==> config.mk <==
export PLATFORM = sky130hd
export DESIGN_NAME = myo_spi_frame_master_flat
export DESIGN_NICKNAME = d
export VERILOG_FILES = /design/src/rtl/myo_spi_frame_master_if.sv /design/src/rtl/myo_spi_frame_master.sv /design/src/flat_wrapper.sv
export SDC_FILE = /design/constraint.sdc
export NUM_CORES = 1
export LEC_CHECK = 0
export ABC_CLOCK_PERIOD_IN_PS = 4400
export CAP_MARGIN = 40
export CORE_MARGIN = 2
export CORE_UTILIZATION = 59
export CTS_BUF_LIST = sky130_fd_sc_hd__clkbuf_4
export DETAILED_ROUTE_END_ITERATION = 8
export PLACE_DENSITY = 0.87
export SYNTH_ARGS = -nofsm -noshare
export SYNTH_HDL_FRONTEND = slang
export SYNTH_SLANG_ARGS = --single-unit
export TNS_END_PERCENT = 10
==> constraint.sdc <==
create_clock -name clk -period 4.4 [get_ports clk]
set_clock_uncertainty 0.05 [all_clocks]
set_input_delay 0.88 -clock clk [delete_from_list [all_inputs] [get_ports clk]]
set_output_delay 0.88 -clock clk [all_outputs]
set_load 0.02 [all_outputs]
==> src/rtl/myo_spi_frame_master_if.sv <==
// myo_spi_frame_master_if: upstream frame hand-off plus the myocontrol SPI conduit.
// The master modport belongs to the frame engine. The slave modport is its environment.
interface myo_spi_frame_master_if #(
    parameter int NUMBER_OF_MOTORS = 9,
    parameter int FRAME_WORDS = 4,
    parameter int WORD_BITS = 16
);
    logic scan_en;
    logic [FRAME_WORDS*WORD_BITS-1:0] tx_data;
    logic [3:0] motor_sel;
    logic power_sense_n;
    logic [FRAME_WORDS*WORD_BITS-1:0] rx_data;
    logic [3:0] rx_motor;
    logic rx_valid;
    logic busy;
    logic power_fault;
    logic crc_error;
    logic sck;
    logic mosi;
    logic miso;
    logic [NUMBER_OF_MOTORS-1:0] ss_n;
    modport master (
        input scan_en, tx_data, power_sense_n, miso,
        output motor_sel, rx_data, rx_motor, rx_valid, busy, power_fault, crc_error, sck, mosi, ss_n
    );
    modport slave (
        output scan_en, tx_data, power_sense_n, miso,
        input motor_sel, rx_data, rx_motor, rx_valid, busy, power_fault, crc_error, sck, mosi, ss_n
    );
endinterface

==> src/rtl/myo_spi_frame_master.sv <==
// myo_spi_frame_master: round-robin SPI mode-0 frame engine for the myocontrol motor boards.
// Defining MYO_SPI_CHECKSUM_EN appends a checksum word to every frame and flags rx mismatches.
module myo_spi_frame_master #(
    parameter int NUMBER_OF_MOTORS = 9,
    parameter int CLK_DIV = 4,
    parameter int FRAME_WORDS = 4,
    parameter int WORD_BITS = 16,
    parameter int GAP_CYCLES = 8
) (
    input logic clk,
    input logic reset_n,
    myo_spi_frame_master_if.master bus
);
    localparam int DW = FRAME_WORDS * WORD_BITS;
`ifdef MYO_SPI_CHECKSUM_EN
    localparam int NB = DW + WORD_BITS;
`else
    localparam int NB = DW;
`endif
    localparam int BW = $clog2(NB + 1);
    typedef enum logic [2:0] {IDLE, LEAD, XFER_HI, XFER_LO, TRAIL, GAP} state_t;
    state_t state, state_nx;
    logic [15:0] cnt;
    logic [BW-1:0] bit_cnt;
    logic [NB-1:0] tx_sr, rx_sr, tx_load;
    logic [1:0] pwr_sync;
    logic go, phase_done, gap_done, last_bit, frame_end, active;

    assign bus.power_fault = pwr_sync[1];
    assign go = bus.scan_en && !pwr_sync[1];
    assign phase_done = cnt == 16'(CLK_DIV - 1);
    assign gap_done = cnt == 16'(GAP_CYCLES - 1);
    assign last_bit = bit_cnt == BW'(NB - 1);
    assign frame_end = state == TRAIL && phase_done;

`ifdef MYO_SPI_CHECKSUM_EN
    logic [WORD_BITS-1:0] tx_sum, rx_sum;
    logic crc_q;
    always_comb begin
        tx_sum = '0;
        rx_sum = '0;
        for (int i = 0; i < FRAME_WORDS; i++) begin
            tx_sum += bus.tx_data[i*WORD_BITS +: WORD_BITS];
            rx_sum += rx_sr[WORD_BITS + i*WORD_BITS +: WORD_BITS];
        end
    end
    assign tx_load = {bus.tx_data, tx_sum};
    assign bus.crc_error = crc_q;
    always_ff @(posedge clk) begin
        if (!reset_n) crc_q <= 1'b0;
        else if (frame_end) crc_q <= rx_sum != rx_sr[WORD_BITS-1:0];
    end
`else
    assign tx_load = bus.tx_data;
    assign bus.crc_error = 1'b0;
`endif

    always_ff @(posedge clk) state <= !reset_n ? IDLE : state_nx;

    always_comb begin
        state_nx = state;
        case (state)
            IDLE:    state_nx = go ? LEAD : IDLE;
            LEAD:    state_nx = phase_done ? XFER_HI : LEAD;
            XFER_HI: state_nx = !phase_done ? XFER_HI : last_bit ? TRAIL : XFER_LO;
            XFER_LO: state_nx = phase_done ? XFER_HI : XFER_LO;
            TRAIL:   state_nx = phase_done ? GAP : TRAIL;
            GAP:     state_nx = !gap_done ? GAP : go ? LEAD : IDLE;
            default: state_nx = IDLE;
        endcase
    end

    // Pins decode straight from the state register, so they switch on state entry.
    always_comb begin
        active = state inside {LEAD, XFER_HI, XFER_LO, TRAIL};
        bus.busy = active;
        bus.sck = state == XFER_HI;
        bus.mosi = active && tx_sr[NB-1];
        bus.ss_n = active ? ~(NUMBER_OF_MOTORS'(1) << bus.motor_sel) : '1;
    end

    always_ff @(posedge clk) begin
        if (!reset_n) begin
            pwr_sync <= '1;
            cnt <= '0;
            bit_cnt <= '0;
            tx_sr <= '0;
            rx_sr <= '0;
            bus.rx_valid <= 1'b0;
            bus.rx_data <= '0;
            bus.rx_motor <= '0;
            bus.motor_sel <= '0;
        end else begin
            pwr_sync <= {pwr_sync[0], bus.power_sense_n};
            cnt <= state_nx != state ? 16'd0 : cnt + 16'd1;
            bus.rx_valid <= frame_end;
            if (state_nx == LEAD && state != LEAD) begin
                tx_sr <= tx_load;
                bit_cnt <= '0;
            end
            if (state == XFER_HI && state_nx == XFER_LO) begin
                tx_sr <= tx_sr << 1;
                bit_cnt <= bit_cnt + BW'(1);
            end
            if (state_nx == XFER_HI && state != XFER_HI) rx_sr <= {rx_sr[NB-2:0], bus.miso};
            if (frame_end) begin
                bus.rx_data <= rx_sr[NB-1 -: DW];
                bus.rx_motor <= bus.motor_sel;
                bus.motor_sel <= bus.motor_sel == 4'(NUMBER_OF_MOTORS - 1) ? 4'd0 : bus.motor_sel + 4'd1;
            end
        end
    end
endmodule
==> src/flat_wrapper.sv <==
// flat-port wrapper written by rule: the top's interface ports become plain ports
module myo_spi_frame_master_flat 
#(
    parameter int NUMBER_OF_MOTORS = 9,
    parameter int CLK_DIV = 4,
    parameter int FRAME_WORDS = 4,
    parameter int WORD_BITS = 16,
    parameter int GAP_CYCLES = 8
)
  (clk, reset_n, bus_scan_en, bus_tx_data, bus_power_sense_n, bus_miso, bus_motor_sel, bus_rx_data, bus_rx_motor, bus_rx_valid, bus_busy, bus_power_fault, bus_crc_error, bus_sck, bus_mosi, bus_ss_n);
  myo_spi_frame_master_if #(.NUMBER_OF_MOTORS(NUMBER_OF_MOTORS), .FRAME_WORDS(FRAME_WORDS), .WORD_BITS(WORD_BITS)) bus_i ();
  input logic clk;
  input logic reset_n;
  input wire logic [$bits(bus_i.scan_en)-1:0] bus_scan_en;
  input wire logic [$bits(bus_i.tx_data)-1:0] bus_tx_data;
  input wire logic [$bits(bus_i.power_sense_n)-1:0] bus_power_sense_n;
  input wire logic [$bits(bus_i.miso)-1:0] bus_miso;
  output wire logic [$bits(bus_i.motor_sel)-1:0] bus_motor_sel;
  output wire logic [$bits(bus_i.rx_data)-1:0] bus_rx_data;
  output wire logic [$bits(bus_i.rx_motor)-1:0] bus_rx_motor;
  output wire logic [$bits(bus_i.rx_valid)-1:0] bus_rx_valid;
  output wire logic [$bits(bus_i.busy)-1:0] bus_busy;
  output wire logic [$bits(bus_i.power_fault)-1:0] bus_power_fault;
  output wire logic [$bits(bus_i.crc_error)-1:0] bus_crc_error;
  output wire logic [$bits(bus_i.sck)-1:0] bus_sck;
  output wire logic [$bits(bus_i.mosi)-1:0] bus_mosi;
  output wire logic [$bits(bus_i.ss_n)-1:0] bus_ss_n;
  assign bus_i.scan_en = bus_scan_en;
  assign bus_i.tx_data = bus_tx_data;
  assign bus_i.power_sense_n = bus_power_sense_n;
  assign bus_i.miso = bus_miso;
  assign bus_motor_sel = bus_i.motor_sel;
  assign bus_rx_data = bus_i.rx_data;
  assign bus_rx_motor = bus_i.rx_motor;
  assign bus_rx_valid = bus_i.rx_valid;
  assign bus_busy = bus_i.busy;
  assign bus_power_fault = bus_i.power_fault;
  assign bus_crc_error = bus_i.crc_error;
  assign bus_sck = bus_i.sck;
  assign bus_mosi = bus_i.mosi;
  assign bus_ss_n = bus_i.ss_n;
  myo_spi_frame_master #(.NUMBER_OF_MOTORS(NUMBER_OF_MOTORS), .CLK_DIV(CLK_DIV), .FRAME_WORDS(FRAME_WORDS), .WORD_BITS(WORD_BITS), .GAP_CYCLES(GAP_CYCLES)) u_core (.clk(clk), .reset_n(reset_n), .bus(bus_i));
endmodule
==> run_results.csv <==
group,metric,value,unit
place,port_buffers,154,
worst_setup_path,r2r-start,"u_core.cnt[0]",
floorplanning,rows,45,
sta,maxSlewViolCount,0,
drt,antenna_left,0,
worst_setup_path,critical_path_buf_inv_count,1,
global_routing,grt_busiest_layer,"met2",
global_routing,grt_pass1_vias,7723,
clocking,cts_made_buffers,55,
global_routing,grt_use_met2,40.5,%
yosys,synth-edff-count,0,
yosys,yosysSeqAreaShare,49.1,%
worst_setup_path,critical_path.max_fanout,12,
yosys,synth_cell_types,49,
worst_setup_path,slowest_delay,580,ps
global_routing,grt_pass1_wl,35400,um
clocking,cts_max_path_buffers,3,
sta,slew_headroom,40.6,%
floorplanning,boundaryPins,156,
yosys,synth_nets,1198,
drt,num_vias,8303,
global_routing,grt-ovfl-total,0,
drt,post-route-drc-count,0,
clocking,postCtsResizedCells,0,
floorplanning,dieArea,16800,um^2
yosys,syn-cell-area,9330,um^2
layout,syn_to_final_growth,25.0,%
clocking,clock-sinks,229,
clocking,root_buffer,"clkbuf_4",
worst_setup_path,startpoint,"u_core.state[0]",
sta,setup_viol,0,
drt,drt-pass1-iter-count,5,
worst_setup_path,start_kind,"flop",
floorplanning,dieHeight,130,um
floorplanning,start_util,60.9,%
clocking,htreeDepth,2,
layout,nets,1336,
power_and_ir_drop,cellLeakagePower,3.86,nW
yosys,ys_warn_count,0,
worst_setup_path,cp-end-kind,"output port",
worst_setup_path,crit_path_top_delay_cell,"dfxtp_1",
yosys,synth-main-ff-cell,"dfxtp_1",
global_routing,grt_start_max_net_pins,90,
global_routing,use_met1,32.2,%
worst_setup_path,cp.arrival,3020,ps
yosys,async_reset_ff_share,0,%
worst_setup_path,crit_required,3470,ps
drt,drtIter0Drc,695,
drt,via_per_inst,5.48,
place,place_ws,986,ps
sta,layout_setup_ws,452,ps
run,drv_cap,0,
sta,hold_ws,374,ps
sta,fmax,253,MHz
global_routing,grt_use_met3,8.08,%
floorplanning,core_area,15300,um^2
power_and_ir_drop,irDropWorstVdd,0.000250,V
worst_setup_path,path_class,"reg -> out",
clocking,clock_latency,670,ps
sta,rsz0062_at_grt,"false",
global_routing,antenna_found_initial,1,
sta,hold_violations,0,
hold_path,hold_class,"reg -> reg",
floorplanning,die_x,130,um
hold_path,min_from,"u_core.pwr_sync[0]",
layout,utilization,76.2,%
sta,min_period,3950,ps
yosys,ys_seq_elements,229,
clocking,clk_pin_slew,60,ps
clocking,post-cts-setup-buffer-count,0,
layout,drive_gt1_share,9.75,%
drt,drt-total-wl,21500,um
worst_setup_path,cp_cell_sequence,"nor2_1 > xnor2_1 > nor2b_1 > and2_1 > nand2_1 > clkdlybuf4s50_1",
worst_setup_path,rrSetupSlack,1520,ps
power_and_ir_drop,power_density,344,nW/um^2
drt,wl_per_cell,14.2,um
sta,finalCritPeriodShare,89.7,%
yosys,syn_inst,1120,
clocking,cts_tree,"yes",
place,routabilityCongestion,0.841,
yosys,avgSynthCellArea,8.33,um^2
power_and_ir_drop,total_power,4.02,mW
run_status,status,"finished, final reports clean",
sta,worst_slew_pin_slew,884,ps
place,dp_hpwl,13600,um
sta,setup-tns-final,0,ps
global_routing,grt_use_total,25.2,%
worst_setup_path,crit_family,"simple AND/OR/NAND/NOR gates",
clocking,hold_buffers,0,
[registers in the layout, summed over array words and instances, names as in the netlist, 2 cells and up]
name,flops
u_core.bus.rx_motor,4
u_core.cnt,16
u_core.rx_sr,64
u_core.pwr_sync,2
u_core.bus.motor_sel,4
u_core.state,3
u_core.bus.rx_data,64
u_core.tx_sr,64
u_core.bit_cnt,7
[synth_stat cells (2+ instances only)]
cell	instances	share of area (%)
a21oi_1	207	11
a311oi_1	2	0.19
a31oi_1	2	0.13
and2_1	4	0.27
and3_1	2	0.13
and4_1	3	0.28
buf_2	19	1.0
buf_4	8	0.64
buf_6	2	0.24
clkbuf_1	59	2.4
dfxtp_1	229	49
ha_1	9	1.2
inv_1	8	0.32
inv_2	2	0.080
mux2i_1	67	7.2
nand2_1	304	12
nand2b_1	4	0.27
nand3_1	14	0.75
nand4_1	7	0.47
nor2_1	11	0.44
nor2b_1	4	0.27
nor3_1	9	0.48
nor3_2	2	0.21
nor4_1	5	0.34
nor4_4	2	0.46
o2111ai_1	17	1.6
o211ai_1	2	0.16
o21ai_0	65	3.5
o21ai_1	2	0.11
o221a_2	2	0.24
o22ai_1	11	0.74
o31ai_1	3	0.24
or3_1	4	0.27
xnor2_1	9	0.84
xor2_1	6	0.56
[path summary, 6_finish.rpt]
kind,to,cells after the start
worst min-delay path,u_core.pwr_sync[1],1
worst max register to register,u_core.bit_cnt[5],7
worst min register to register,u_core.pwr_sync[1],1
worst max-delay path,bus_ss_n[0],6
[power by group]
part / internal, mW / total [mW] / switching [mW]
clock: 0.900 / 1.72 / 0.824
combinational: 0.0972 / 0.191 / 0.0941
sequential: 2.09 / 2.10 / 0.0137
total: 3.09 / 4.02 / 0.932
[per-stage QoR]
stage	instances	cell area (um^2)
after floorplan	1120	9330
after global placement	1407	10900
after detailed placement	1412	10900
after CTS	1514	11700
after global routing	1515	11700
final	1515	11700
[layer usage]
metal	vias up	share of wire, %
met3	37	7.6
met1	3825	44
met4	0	1.9
met2	274	47
li1	4167	-
met5	-	0
[kinds of logic after synthesis]
kind of cell	after synthesis	synth area share, %
AND/OR/NAND/NOR	381	17.8
flip-flops	229	49.1
other	1	0.0402
adder cells (fa/ha/maj)	9	1.21
AO/OA/AOI/OAI	319	18.5
buffers and inverters	99	4.72
XOR/XNOR	15	1.41
multiplexers	67	7.19
[cells in the final DEF, fill, tap and decap left out, drive strengths merged, types with 12 or more instances in the layout]
master,instances
a21oi,207
buf,17
clkbuf,87
clkdlybuf4s50,153
clkinv,12
dfxtp,229
mux2i,67
nand2,304
nand3,15
o2111ai,17
o21ai,67
[layout make-up]
class | count | area (um^2)
clock inverters | 15 | 66.3
fillers | 1126 | 3650
clock buffers | 87 | 653
diodes | 1 | 2.50
well taps | 211 | 264
repair buffers | 170 | 1710
multi-input cells | 792 | 4350
inverters | 10 | 40.0
flip-flops and latches | 229 | 4580
(Power assumes the default switching activity.)
